File: config.mk
export PLATFORM = sky130hd
export DESIGN_NAME = vscale_csr_host_arbiter
export DESIGN_NICKNAME = d
export VERILOG_FILES = /design/src/rtl/vscale_csr_host_arbiter_pkg.sv /design/src/rtl/vscale_csr_host_arbiter_rr_arb2.sv /design/src/rtl/vscale_csr_host_arbiter.sv
export SDC_FILE = /design/constraint.sdc
export NUM_CORES = 1
export LEC_CHECK = 0
export BUFFER_PORTS_ARGS = -buffer_cell sky130_fd_sc_hd__buf_2
export CAP_MARGIN = 10
export CORE_AREA = 5 5 165 167
export CTS_CLUSTER_SIZE = 30
export DETAILED_ROUTE_END_ITERATION = 10
export DIE_AREA = 0 0 170 172
export GPL_TIMING_DRIVEN = 0
export HOLD_SLACK_MARGIN = 0.06
export PLACE_DENSITY_LB_ADDON = 0.15
export SYNTH_ARGS = -nofsm -noshare
export SYNTH_HDL_FRONTEND = slang
export SYNTH_SLANG_ARGS = --single-unit
File: constraint.sdc
create_clock -name clk -period 2.3 [get_ports clk]
set_clock_uncertainty 0.05 [all_clocks]
set_input_delay 0.115 -clock clk [delete_from_list [all_inputs] [get_ports clk]]
set_output_delay 0.115 -clock clk [all_outputs]
set_load 0.02 [all_outputs]
File: src/rtl/vscale_csr_host_arbiter_pkg.sv
// Shared encodings for the CSR host-port arbiter: FSM states and requester ids.
// Also provides the round-robin pointer update applied after each completed transaction.
package vscale_csr_host_arbiter_pkg;

    typedef enum logic [1:0] {
        ARB_IDLE  = 2'd0,
        ARB_ISSUE = 2'd1,
        ARB_RESP  = 2'd2
    } arb_state_t;

    localparam logic ARB_OWNER_HTIF = 1'b0;
    localparam logic ARB_OWNER_DBG  = 1'b1;

    // After serving one requester, the other gets priority on the next tie.
    function automatic logic next_pri(input logic last_owner);
        return ~last_owner;
    endfunction

endpackage

File: src/rtl/vscale_csr_host_arbiter_rr_arb2.sv
// Two-input round-robin grant for the CSR host-port arbiter.
// pri selects the winner only when both inputs are valid.
module vscale_rr_arb2
    import vscale_csr_host_arbiter_pkg::*;
(
    input  logic pri,
    input  logic h_valid,
    input  logic d_valid,
    output logic h_grant,
    output logic d_grant
);

    logic favour_dbg;

    assign favour_dbg = (pri == ARB_OWNER_DBG);
    assign h_grant    = h_valid && (!d_valid || !favour_dbg);
    assign d_grant    = d_valid && (!h_valid ||  favour_dbg);

endmodule

File: src/rtl/vscale_csr_host_arbiter.sv
// Serialises HTIF and debug-port PCR requests onto the CSR file's host port.
// One transaction in flight at a time; responses are routed back to the issuing requester.
module vscale_csr_host_arbiter
    import vscale_csr_host_arbiter_pkg::*;
#(
    parameter int ADDR_W = 12,
    parameter int DATA_W = 64
) (
    input  logic              clk,
    input  logic              reset,
    input  logic              core_csr_busy,

    input  logic              h_req_valid,
    output logic              h_req_ready,
    input  logic              h_req_rw,
    input  logic [ADDR_W-1:0] h_req_addr,
    input  logic [DATA_W-1:0] h_req_data,
    output logic              h_resp_valid,
    input  logic              h_resp_ready,
    output logic [DATA_W-1:0] h_resp_data,

    input  logic              d_req_valid,
    output logic              d_req_ready,
    input  logic              d_req_rw,
    input  logic [ADDR_W-1:0] d_req_addr,
    input  logic [DATA_W-1:0] d_req_data,
    output logic              d_resp_valid,
    input  logic              d_resp_ready,
    output logic [DATA_W-1:0] d_resp_data,

    output logic              csr_req_valid,
    input  logic              csr_req_ready,
    output logic              csr_req_rw,
    output logic [ADDR_W-1:0] csr_req_addr,
    output logic [DATA_W-1:0] csr_req_data,
    input  logic              csr_resp_valid,
    output logic              csr_resp_ready,
    input  logic [DATA_W-1:0] csr_resp_data,

    output logic              owner
);

    arb_state_t        state_q, state_d;
    logic              pri_q;
    logic              owner_q;
    logic              rw_q;
    logic [ADDR_W-1:0] addr_q;
    logic [DATA_W-1:0] data_q;

    logic grant_h, grant_d;
    logic h_accept, d_accept, accept;
    logic resp_fire;

    vscale_rr_arb2 u_rr_arb2 (
        .pri     (pri_q),
        .h_valid (h_req_valid),
        .d_valid (d_req_valid),
        .h_grant (grant_h),
        .d_grant (grant_d)
    );

    assign h_accept  = h_req_valid && h_req_ready;
    assign d_accept  = d_req_valid && d_req_ready;
    assign accept    = h_accept || d_accept;
    assign resp_fire = (state_q == ARB_RESP) && csr_resp_valid && csr_resp_ready;

    // The CSR file only ever sees the latched copy, so requesters may change fields after acceptance.
    assign csr_req_rw   = rw_q;
    assign csr_req_addr = addr_q;
    assign csr_req_data = data_q;
    assign owner        = owner_q;

    assign h_resp_data = (owner_q == ARB_OWNER_HTIF) ? csr_resp_data : '0;
    assign d_resp_data = (owner_q == ARB_OWNER_DBG)  ? csr_resp_data : '0;

    // NOTE: every output of this block gets a default first, so no path can leave one unassigned and infer a latch.
    always_comb begin
        state_d        = state_q;
        h_req_ready    = 1'b0;
        d_req_ready    = 1'b0;
        csr_req_valid  = 1'b0;
        h_resp_valid   = 1'b0;
        d_resp_valid   = 1'b0;
        csr_resp_ready = 1'b0;

        case (state_q)
            ARB_IDLE: begin
                // Holding off while the pipeline runs a CSR op keeps host and system writes apart.
                if (!core_csr_busy) begin
                    h_req_ready = grant_h;
                    d_req_ready = grant_d;
                end
                if (accept) begin
                    state_d = ARB_ISSUE;
                end
            end

            ARB_ISSUE: begin
                csr_req_valid = !core_csr_busy;
                if (csr_req_valid && csr_req_ready) begin
                    state_d = ARB_RESP;
                end
            end

            ARB_RESP: begin
                if (owner_q == ARB_OWNER_DBG) begin
                    d_resp_valid   = csr_resp_valid;
                    csr_resp_ready = d_resp_ready;
                end else begin
                    h_resp_valid   = csr_resp_valid;
                    csr_resp_ready = h_resp_ready;
                end
                if (csr_resp_valid && csr_resp_ready) begin
                    state_d = ARB_IDLE;
                end
            end

            default: begin
                state_d = ARB_IDLE;
            end
        endcase
    end

    // NOTE: sequential state uses non-blocking assignments so every register samples pre-edge values.
    always_ff @(posedge clk) begin
        if (reset) begin
            state_q <= ARB_IDLE;
            pri_q   <= ARB_OWNER_HTIF;
            owner_q <= ARB_OWNER_HTIF;
            rw_q    <= 1'b0;
            addr_q  <= '0;
            data_q  <= '0;
        end else begin
            state_q <= state_d;
            if (accept) begin
                owner_q <= d_accept ? ARB_OWNER_DBG : ARB_OWNER_HTIF;
                rw_q    <= d_accept ? d_req_rw   : h_req_rw;
                addr_q  <= d_accept ? d_req_addr : h_req_addr;
                data_q  <= d_accept ? d_req_data : h_req_data;
            end
            if (resp_fire) begin
                pri_q <= next_pri(owner_q);
            end
        end
    end

endmodule

==> results.ini <==
[synth]
synthAdderAreaFrac_pct=0
syn_area_per_cell_sq_um=7.959
synth-compound-area-share_pct=32.77
yosysWarnings=0
netlist-cell-type-count=33
synthSimpleGateAreaFrac_pct=26.90
ys_seq_area_share_pct=31.30
muxShareOfSynthArea_pct=0.1932
synth_top_cell_by_area=dfxtp_1
synth_xor_area_share_pct=0
synth_top_family_by_area=compound AO/OA/AOI/OAI gates
synth_area_sq_um=5181
yosysTopAreaCellShare_pct=31.30
yosys-top-cells-area=dfxtp_1, a311oi_1, o31ai_1, nand4_1, nor2b_1
async_reset_ff_share_pct=0
netlist_instances=651
ys_ff_latch=81
synth_edf_count=0
ys.flop_type=dfxtp_1
syn_nets=878

[clocking]
clk-insertion-delay-late_ns=0.34
cts_root_buf=clkbuf_16
post-cts-setup-buffers=0
cts_tree=yes
cts_sinks=81
cts_buffers=9
clk_pin_slew_ns=0.07
clock_path_buffers=2
htreeDepth=3

[floorplanning]
start_util_pct=20.23
die_h_um=172
die_width_um=170
core_sq_um=25620
num_rows=59
boundaryPins=439
die_area_sq_um=29240

[global_routing]
antenna_found_initial=6
first_global_vias=8108
grt_pass1_wl_um=49090
overflow=0
grt_max_degree=16
grt_usage_pct=21.54

[finish]
most-common-layout-cells=buf_2, dlygate4sd3_1, dfxtp_1
syn_to_final_growth_pct=87.30
fin_util_pct=37.88
final_common_cell=buf_2
stdcell_count=1597
drive_gt1_share_pct=38.16
nets=1480

[sta]
finalSetupTns_ns=0
max_freq_mhz=461.5
worst_slew_pin_slew_ns=0.7766
hold_violations=0
setup_violations=0
drv_slew=0
fin_crit_sh_pct=94.21
fin_crit_ns=2.167
final.setup.worst_slack_ns=0.1331
slew_headroom_pct=48.23
rsz0062_at_grt=no

[pwr]
p_per_area_nw_per_um2=540.2
ir_drop_mv=0.3105
total_power_mw=5.242
p_leak_nw=4.374

[detailed_routing]
postRouteWirelength_um=33610
vias=7896
via_per_inst=4.944
wl_per_cell_um=21.04
drt_iter0_markers=720
dr.pass1.iters=5
antenna_left=0
drc=0

[hold_path]
min_path_type=in2reg

[job]
maxCapViolCount=0

[status]
status=complete, no violations

[placed_design]
place_inst=1422
portBuffers=436
gp_congestion=0.8591
preCtsSetupSlack_ns=0.1842
hpwl_um=25780

[critical_path]
crit_fanout=15
worst_setup_path_end_kind=output pin
max_stage_delay_ns=0.39
slowest_stage=dfxtp_1
critPathLaunchType=flip-flop
crit_chain=or3_1 -> buf_2 -> buf_2 -> nor3_1 -> buf_2
path_delay_family=buffers and inverters
worstPathArrival_ns=2.00
critPathRequiredTime_ns=2.13
critical_path.most_common_cell=buf_2
critPathKind=reg2out
critPathBufInv=3

[timing repair]
action | in CTS | in global routing
hold endpoints to repair | 80 | 0
cloned | 0 | 0
gates resized for setup | 3 | 5
hold buffers | 157 | 0
endpoints found under the setup margin | 84 | 8
[registers in the layout (all words and copies together), names as in the netlist]
signal	cells
csr_req_rw	1
pri_q	1
owner	1
csr_req_addr	12
csr_req_data	64
state_q	2
[worst register-to-register path, delay by kind of cell, from the launching register on]
kind	cells	cell delay (ns)
AND/OR/NAND/NOR	1	0.36
AO/OA/AOI/OAI	2	0.42
flip-flops	1	0.39
buffers and inverters	2	0.83
[metrics by stage]
step / area (sq um) / hold slack (ns)
finish: 9704 / 0.1162
global route: 9697 / 0.1449
CTS: 9688 / 0.1004
detailed placement: 7782 / 0.3516
global placement: 7782 / 0.3480
floorplan: 5181 / 0.2299
[cell type report]
cell class                 instances  area [sq um]
buffer                           101         441.7
timing repair buffer             593          3754
clock inverter                     6         97.59
antenna                            4         10.01
inverter                           4         15.01
multi-input combinational        463          3105
sequential                        81          1623
tap                              335         419.2
fill                            2701         15910
clock buffer                      10         239.0
[kinds of logic after synthesis]
family / after synthesis
muxes: 1
buffers and inverters: 107
DFF: 81
and+or+nand+nor: 222
AOI/OAI and AO/OA: 240
[synthesized netlist by cell type (2+ instances only)]
library cell / count
a21oi_1: 80
a311oi_1: 77
and2_1: 65
buf_1: 7
buf_2: 14
buf_6: 5
clkbuf_1: 76
dfxtp_1: 81
inv_1: 3
nand4_1: 77
nor2_1: 2
nor2b_1: 67
o31ai_1: 77
[where the power goes]
group          total [mW]  leakage (nW)  switching (mW)  internal (mW)
Combinational        1.91          3.54            1.15          0.764
Clock                1.70         0.166           0.698           1.00
Sequential           1.63         0.670          0.0866           1.54
[worst paths after layout]
path,startpoint,end,slack (ns),depth (start not counted)
max,state_q[0]$_SDFFE_PP0P_,d_req_ready,0.13,5
min,core_csr_busy,state_q[1]$_SDFFE_PP0P_,0.12,4
max reg2reg,state_q[0]$_SDFFE_PP0P_,csr_req_data[38]$_SDFFE_PP0P_,0.15,5
min reg2reg,csr_req_data[0]$_SDFFE_PP0P_,csr_req_data[0]$_SDFFE_PP0P_,0.47,2
[per-layer routing]
layer,up-vias,part of all wire [%],global-route usage [%]
li1,3738,-,-
met1,3777,41,26.46
met2,346,52,39.94
met3,35,6.0,3.658
met4,0,1.2,3.854
met5,-,0,0
No activity file was read; power rests on OpenSTA's default activity.
